===== src/rtl/lms2rgb_if.sv =====
// Pixel stream bundle for lms2rgb: an LMS input side and an RGB output side,
// each with its own valid/ready handshake.
// slave  = the converter (consumes LMS, produces RGB).
// master = the environment around it (produces LMS, consumes RGB).
interface lms2rgb_if;
  logic        i_valid;
  logic        o_ready;
  logic [15:0] i_L;
  logic [15:0] i_M;
  logic [15:0] i_S;
  logic        o_valid;
  logic        i_ready;
  logic [7:0]  o_R;
  logic [7:0]  o_G;
  logic [7:0]  o_B;

  modport slave (
    input  i_valid, i_L, i_M, i_S, i_ready,
    output o_ready, o_valid, o_R, o_G, o_B
  );

  modport master (
    output i_valid, i_L, i_M, i_S, i_ready,
    input  o_ready, o_valid, o_R, o_G, o_B
  );
endinterface


===== src/rtl/lms2rgb.sv =====
// lms2rgb: inverse colour-space converter, unsigned Q9.7 LMS in, 8-bit RGB out.
// A single signed multiplier is stepped through the nine matrix terms, so a
// pixel takes 9 MAC cycles and one pixel is produced every 11 cycles at best.
// Optional feature: define LMS2RGB_ROUND_EN to round half up before the final
// shift; without it the result is truncated toward minus infinity.
//
// state | meaning
// IDLE  | o_ready=1, waiting for an input pixel
// MAC   | stepping k=0..8 through the coefficient matrix
// OUT   | o_valid=1 with stable RGB until the downstream takes it
module lms2rgb (
  input  logic     i_clk,
  input  logic     i_rst,
  lms2rgb_if.slave bus
);

  typedef enum logic [1:0] {IDLE, MAC, OUT} state_t;

  state_t             state;
  state_t             state_nxt;
  logic [15:0]        lat_l;
  logic [15:0]        lat_m;
  logic [15:0]        lat_s;
  logic [3:0]         k;
  logic signed [35:0] acc;
  logic [7:0]         r_q;
  logic [7:0]         g_q;
  logic [7:0]         b_q;

  logic signed [15:0] coef;
  logic [15:0]        opnd;
  logic signed [32:0] prod;
  logic signed [35:0] acc_sum;
  logic signed [35:0] acc_rnd;
  logic signed [35:0] shifted;
  logic [7:0]         sat;
  logic               accept;
  logic               ch_done;
  logic               last_step;

  // Coefficient and operand for the current step; row = output channel.
  always_comb begin
    coef = 16'sd0;
    opnd = 16'd0;
    case (k)
      4'd0: begin coef =  16'sd18301; opnd = lat_l; end
      4'd1: begin coef = -16'sd14694; opnd = lat_m; end
      4'd2: begin coef =  16'sd489;   opnd = lat_s; end
      4'd3: begin coef = -16'sd4991;  opnd = lat_l; end
      4'd4: begin coef =  16'sd9752;  opnd = lat_m; end
      4'd5: begin coef = -16'sd665;   opnd = lat_s; end
      4'd6: begin coef =  16'sd204;   opnd = lat_l; end
      4'd7: begin coef = -16'sd999;   opnd = lat_m; end
      4'd8: begin coef =  16'sd4934;  opnd = lat_s; end
      default: begin coef = 16'sd0; opnd = 16'd0; end
    endcase
  end

  // Multiply-accumulate, scale from 2^-19 LSB to integer, and clamp to 0..255.
  always_comb begin
    prod    = 33'(coef) * 33'($signed({1'b0, opnd}));
    acc_sum = acc + 36'(prod);
`ifdef LMS2RGB_ROUND_EN
    acc_rnd = acc_sum + 36'sd262144;
`else
    acc_rnd = acc_sum;
`endif
    shifted = acc_rnd >>> 19;
    if (shifted < 36'sd0)
      sat = 8'd0;
    else if (shifted > 36'sd255)
      sat = 8'd255;
    else
      sat = shifted[7:0];
  end

  assign accept    = (state == IDLE) && bus.i_valid;
  assign ch_done   = (k == 4'd2) || (k == 4'd5) || (k == 4'd8);
  assign last_step = (k == 4'd8);

  // State register; reset discards any pixel in flight.
  always_ff @(posedge i_clk) begin
    if (i_rst)
      state <= IDLE;
    else
      state <= state_nxt;
  end

  // Next-state decode for the accept / compute / present sequence.
  always_comb begin
    state_nxt = state;
    case (state)
      IDLE:    if (bus.i_valid) state_nxt = MAC;
      MAC:     if (last_step)   state_nxt = OUT;
      OUT:     if (bus.i_ready) state_nxt = IDLE;
      default: state_nxt = IDLE;
    endcase
  end

  // Datapath: latch inputs on accept, step the MAC, commit each finished channel.
  always_ff @(posedge i_clk) begin
    if (i_rst) begin
      lat_l <= 16'd0;
      lat_m <= 16'd0;
      lat_s <= 16'd0;
      k     <= 4'd0;
      acc   <= 36'sd0;
      r_q   <= 8'd0;
      g_q   <= 8'd0;
      b_q   <= 8'd0;
    end else if (accept) begin
      lat_l <= bus.i_L;
      lat_m <= bus.i_M;
      lat_s <= bus.i_S;
      k     <= 4'd0;
      acc   <= 36'sd0;
    end else if (state == MAC) begin
      k   <= k + 4'd1;
      acc <= ch_done ? 36'sd0 : acc_sum;
      if (k == 4'd2) r_q <= sat;
      if (k == 4'd5) g_q <= sat;
      if (k == 4'd8) b_q <= sat;
    end
  end

  assign bus.o_ready = (state == IDLE);
  assign bus.o_valid = (state == OUT);
  assign bus.o_R     = r_q;
  assign bus.o_G     = g_q;
  assign bus.o_B     = b_q;

endmodule


===== src/flat_wrapper.sv =====
// flat-port wrapper written by rule: the top's interface ports become plain ports
module lms2rgb_flat 
  (i_clk, i_rst, bus_i_valid, bus_i_L, bus_i_M, bus_i_S, bus_i_ready, bus_o_ready, bus_o_valid, bus_o_R, bus_o_G, bus_o_B);
  lms2rgb_if bus_i ();
  input  logic i_clk;
  input  logic i_rst;
  input wire logic [$bits(bus_i.i_valid)-1:0] bus_i_valid;
  input wire logic [$bits(bus_i.i_L)-1:0] bus_i_L;
  input wire logic [$bits(bus_i.i_M)-1:0] bus_i_M;
  input wire logic [$bits(bus_i.i_S)-1:0] bus_i_S;
  input wire logic [$bits(bus_i.i_ready)-1:0] bus_i_ready;
  output wire logic [$bits(bus_i.o_ready)-1:0] bus_o_ready;
  output wire logic [$bits(bus_i.o_valid)-1:0] bus_o_valid;
  output wire logic [$bits(bus_i.o_R)-1:0] bus_o_R;
  output wire logic [$bits(bus_i.o_G)-1:0] bus_o_G;
  output wire logic [$bits(bus_i.o_B)-1:0] bus_o_B;
  assign bus_i.i_valid = bus_i_valid;
  assign bus_i.i_L = bus_i_L;
  assign bus_i.i_M = bus_i_M;
  assign bus_i.i_S = bus_i_S;
  assign bus_i.i_ready = bus_i_ready;
  assign bus_o_ready = bus_i.o_ready;
  assign bus_o_valid = bus_i.o_valid;
  assign bus_o_R = bus_i.o_R;
  assign bus_o_G = bus_i.o_G;
  assign bus_o_B = bus_i.o_B;
  lms2rgb u_core (.i_clk(i_clk), .i_rst(i_rst), .bus(bus_i));
endmodule

===== config.mk =====
export PLATFORM = sky130hd
export DESIGN_NAME = lms2rgb_flat
export DESIGN_NICKNAME = d
export VERILOG_FILES = /design/src/rtl/lms2rgb_if.sv /design/src/rtl/lms2rgb.sv /design/src/flat_wrapper.sv
export SDC_FILE = /design/constraint.sdc
export NUM_CORES = 1
export LEC_CHECK = 0
export ABC_AREA = 1
export BUFFER_PORTS_ARGS = -buffer_cell sky130_fd_sc_hd__buf_2
export CAP_MARGIN = 0
export CORE_MARGIN = 4
export CORE_UTILIZATION = 30
export DETAILED_ROUTE_END_ITERATION = 10
export GPL_ROUTABILITY_DRIVEN = 0
export HOLD_SLACK_MARGIN = 0.1
export SETUP_SLACK_MARGIN = 0.15
export SLEW_MARGIN = 10
export SYNTH_ARGS = -nofsm -noshare
export SYNTH_HDL_FRONTEND = slang
export SYNTH_SLANG_ARGS = --single-unit
export TNS_END_PERCENT = 30

===== constraint.sdc =====
create_clock -name i_clk -period 9.2 [get_ports i_clk]
set_input_delay 0.92 -clock i_clk [delete_from_list [all_inputs] [get_ports i_clk]]
set_output_delay 0.92 -clock i_clk [all_outputs]
set_load 0.005 [all_outputs]

==> metrics.txt <==
setup ws final=1.55 ns; chip width=237 um; Area Growth Syn to Fin=10.1%; core area=51500 sq um; postcts setup bufs=0; Max-Cap Viols=0; critical path peak fanout=16; share of the synthesized area in the top cell type=29.0%; Placement Setup Slack=1.56 ns; setup slack, reg-to-reg=1.55 ns; post-route minimum period=7.65 ns; routed wire length=39.9 mm; WHS Path Cells=2; Max Transition Viols Final=0; Netlist cell types=39; worst hold path startpoint=u_core.acc[27]; Die ar.=56000 sq um; Core Util, Final=33.5%; CTS HTree Levels=4; TritonCTS clock tree=yes; hold violation count in the final report=0; Worst EP required=9.48 ns; vias after detailed routing=13099; Pwr per Cell Area=348 nW/um^2; Root Driver=clkbuf_16; r2r endpoint=u_core.bus.o_G[1]; yosys warns=0; critical path endpoint category=flip-flop; hold worst-path end=u_core.acc[27]; status=complete, no violations; switching power=3.42 mW; DP Wirelength=33.4 mm; CP Class=reg2reg; net count after synthesis=2601; Setup crit start kind=flip-flop; Die Y=237 um; Post-CTS Resized=0; vias per cell=4.48; I/O pin count=78; most common cell after layout, fill and taps aside=inv_1; Mapped Avg Cell Area=7.15 sq um; Sw Ratio=56.9%; diode count=0; Pint=2.60 mW; Post-Synthesis Cells=2193; Register Area=2280 sq um; DRT antenna net count=0; Post-Syn Area=15700 sq um; final hold slack=0.464 ns; most numerous cell on the critical path=nand2_1; most frequent cells in the layout=583 x inv_1, 562 x nand2_1, 227 x fa_1, 169 x nor2_1, 129 x ha_1; fillcell total=5608; cells taking the most area after synthesis=fa_1 29%, dfxtp_1 15%, inv_1 14%; Final setup viols=0; footprint of the multi-input gates=10800 sq um; Seq/Total Area, Yosys=14.5%; Clock transition at path regs=0.06 ns; final setup TNS=0 ns; TritonCTS Buffers=17; CTS Hold Bufs=0; CP arrival=7.94 ns; global-route wire length before repair=67.4 mm; Slew headroom=26.9%; Clk pwr share=11.4%; pin count of the biggest net entering global routing=74; Peak supply drop=0.000302 V; cell taking the most area after synthesis=fa_1; Crit-path slowest cell=nand3_1; Logic pwr share=79.1%; final worst-path cycle share=83.2%; Residual DRC=0; reg2reg path depth=33; highest clock rate=0.131 GHz; Rows=83; Max Root-Sink Buffers=2; initial antenna violation count=0; RSZ-0062 raised after global routing=no; Clock Sinks=114; leakage=9.96 nW; worst hold path class=reg2reg; initial core utilization=30.5%; nets=2642; worst r2r src=u_core.k[1]; FF+latch count, synth=114; wire length per cell=13.6 um; clk_skew=0.0119 ns; layout cell share with drive strength beyond 1=8.46%; Clk Latency, worst-skew pair=0.44 ns; port bufs=77; CP peak stage delay=0.65 ns; total track usage=14.5%; number of global-route vias before repair=13635; Iter 0 DRT Violations=754; Pre-antenna DRT Iters=5; worst-margin pin slew=1.09 ns; Flop pwr share=9.4%; grt total ovfl=0
[sequential cells by signal, indices dropped and copies added (netlist names)]
name,count
u_core.state,2
u_core.bus.o_R,8
u_core.k,4
u_core.bus.o_B,8
u_core.lat_s,16
u_core.acc,36
u_core.lat_m,16
u_core.lat_l,16
u_core.bus.o_G,8
[cells by family after synthesis]
family / share of synthesized area, %
buffers and inverters: 16.3
AOI/OAI and AO/OA: 6.00
xor gates and xnor gates: 0.837
adders and majority gates: 39.3
DFF: 14.5
and+or+nand+nor: 23.0
[cells in the mapped netlist]
master / count
a21o_1: 8
a21oi_1: 78
a21oi_2: 2
a31oi_1: 9
and2_1: 1
and3_1: 2
buf_1: 1
buf_2: 13
buf_4: 14
clkbuf_1: 37
clkinv_1: 1
dfxtp_1: 114
dlymetal6s2s_1: 2
fa_1: 227
ha_1: 129
inv_1: 583
inv_2: 7
inv_4: 1
nand2_1: 562
nand2_2: 25
nand3_1: 61
nand3_2: 9
nand3b_1: 3
nand3b_2: 1
nand4_1: 7
nor2_1: 169
nor2_2: 13
nor2_4: 1
nor2_8: 2
nor3_1: 5
nor3_2: 2
nor3b_1: 1
o21ai_0: 79
o21ai_1: 1
o21ai_2: 1
o31ai_1: 1
or2_2: 6
xnor2_1: 9
xor2_1: 6
[metal layers]
metal  routed length (um)  part of all wire, %  GRT usage, %  vias up
met5                    0                    0             0        -
met1                18200                   46          18.9     6336
met2                19300                   48          25.0      253
met3                 1470                  3.7          2.32       56
met4                  907                  2.3          4.05        0
li1                     -                    -             -     6454
[how the worst max path moves through the flow]
stage	from	slack, ns	to	depth (start not counted)
4_1_cts	u_core.k[1]	1.52	u_core.bus.o_G[1]	33
6_report	u_core.k[1]	1.55	u_core.bus.o_G[1]	33
3_5_place_dp	u_core.k[1]	1.56	u_core.bus.o_G[1]	33
5_1_grt	u_core.k[1]	0.90	u_core.bus.o_G[1]	35
3_3_place_gp	u_core.k[0]	1.68	u_core.bus.o_B[4]	33
2_1_floorplan	u_core.k[0]	2.67	u_core.bus.o_G[0]	39
[area by class of cell]
cell class | count | share of cell area (%)
clock inverters | 12 | 0.840
well taps | 680 | 4.92
repair buffers | 89 | 2.75
inverters | 592 | 12.9
clock buffers | 20 | 2.64
flip-flops and latches | 114 | 13.2
multi-input cells | 1420 | 62.8
[metrics by stage]
step | cells | instance area, sq um | power (mW)
after CTS | 2927 | 17300 | 6.08
after detailed placement | 2895 | 16700 | 5.34
after global placement | 2895 | 16700 | 5.33
after global routing | 2927 | 17300 | 6.77
after floorplan | 2193 | 15700 | 4.17
final | 2927 | 17300 | 6.01
[power groups by stage]
stage	Combinational (mW)	Sequential [mW]	Clock [mW]
2_1_floorplan	3.60	0.569	0
3_3_place_gp	4.75	0.577	0
3_5_place_dp	4.76	0.578	0
4_1_cts	4.81	0.568	0.702
5_1_grt	5.48	0.572	0.724
6_report	4.76	0.568	0.688
[critical path, delay by kind of cell (launching register included)]
| kind | cells | cell delay [ns] |
|---|---|---|
| adder cells (fa/ha/maj) | 8 | 3.46 |
| AND/OR/NAND/NOR | 18 | 3.03 |
| buffers and inverters | 6 | 0.54 |
| flip-flops | 1 | 0.40 |
| AO/OA/AOI/OAI | 1 | 0.07 |
(Power assumes the default switching activity.)
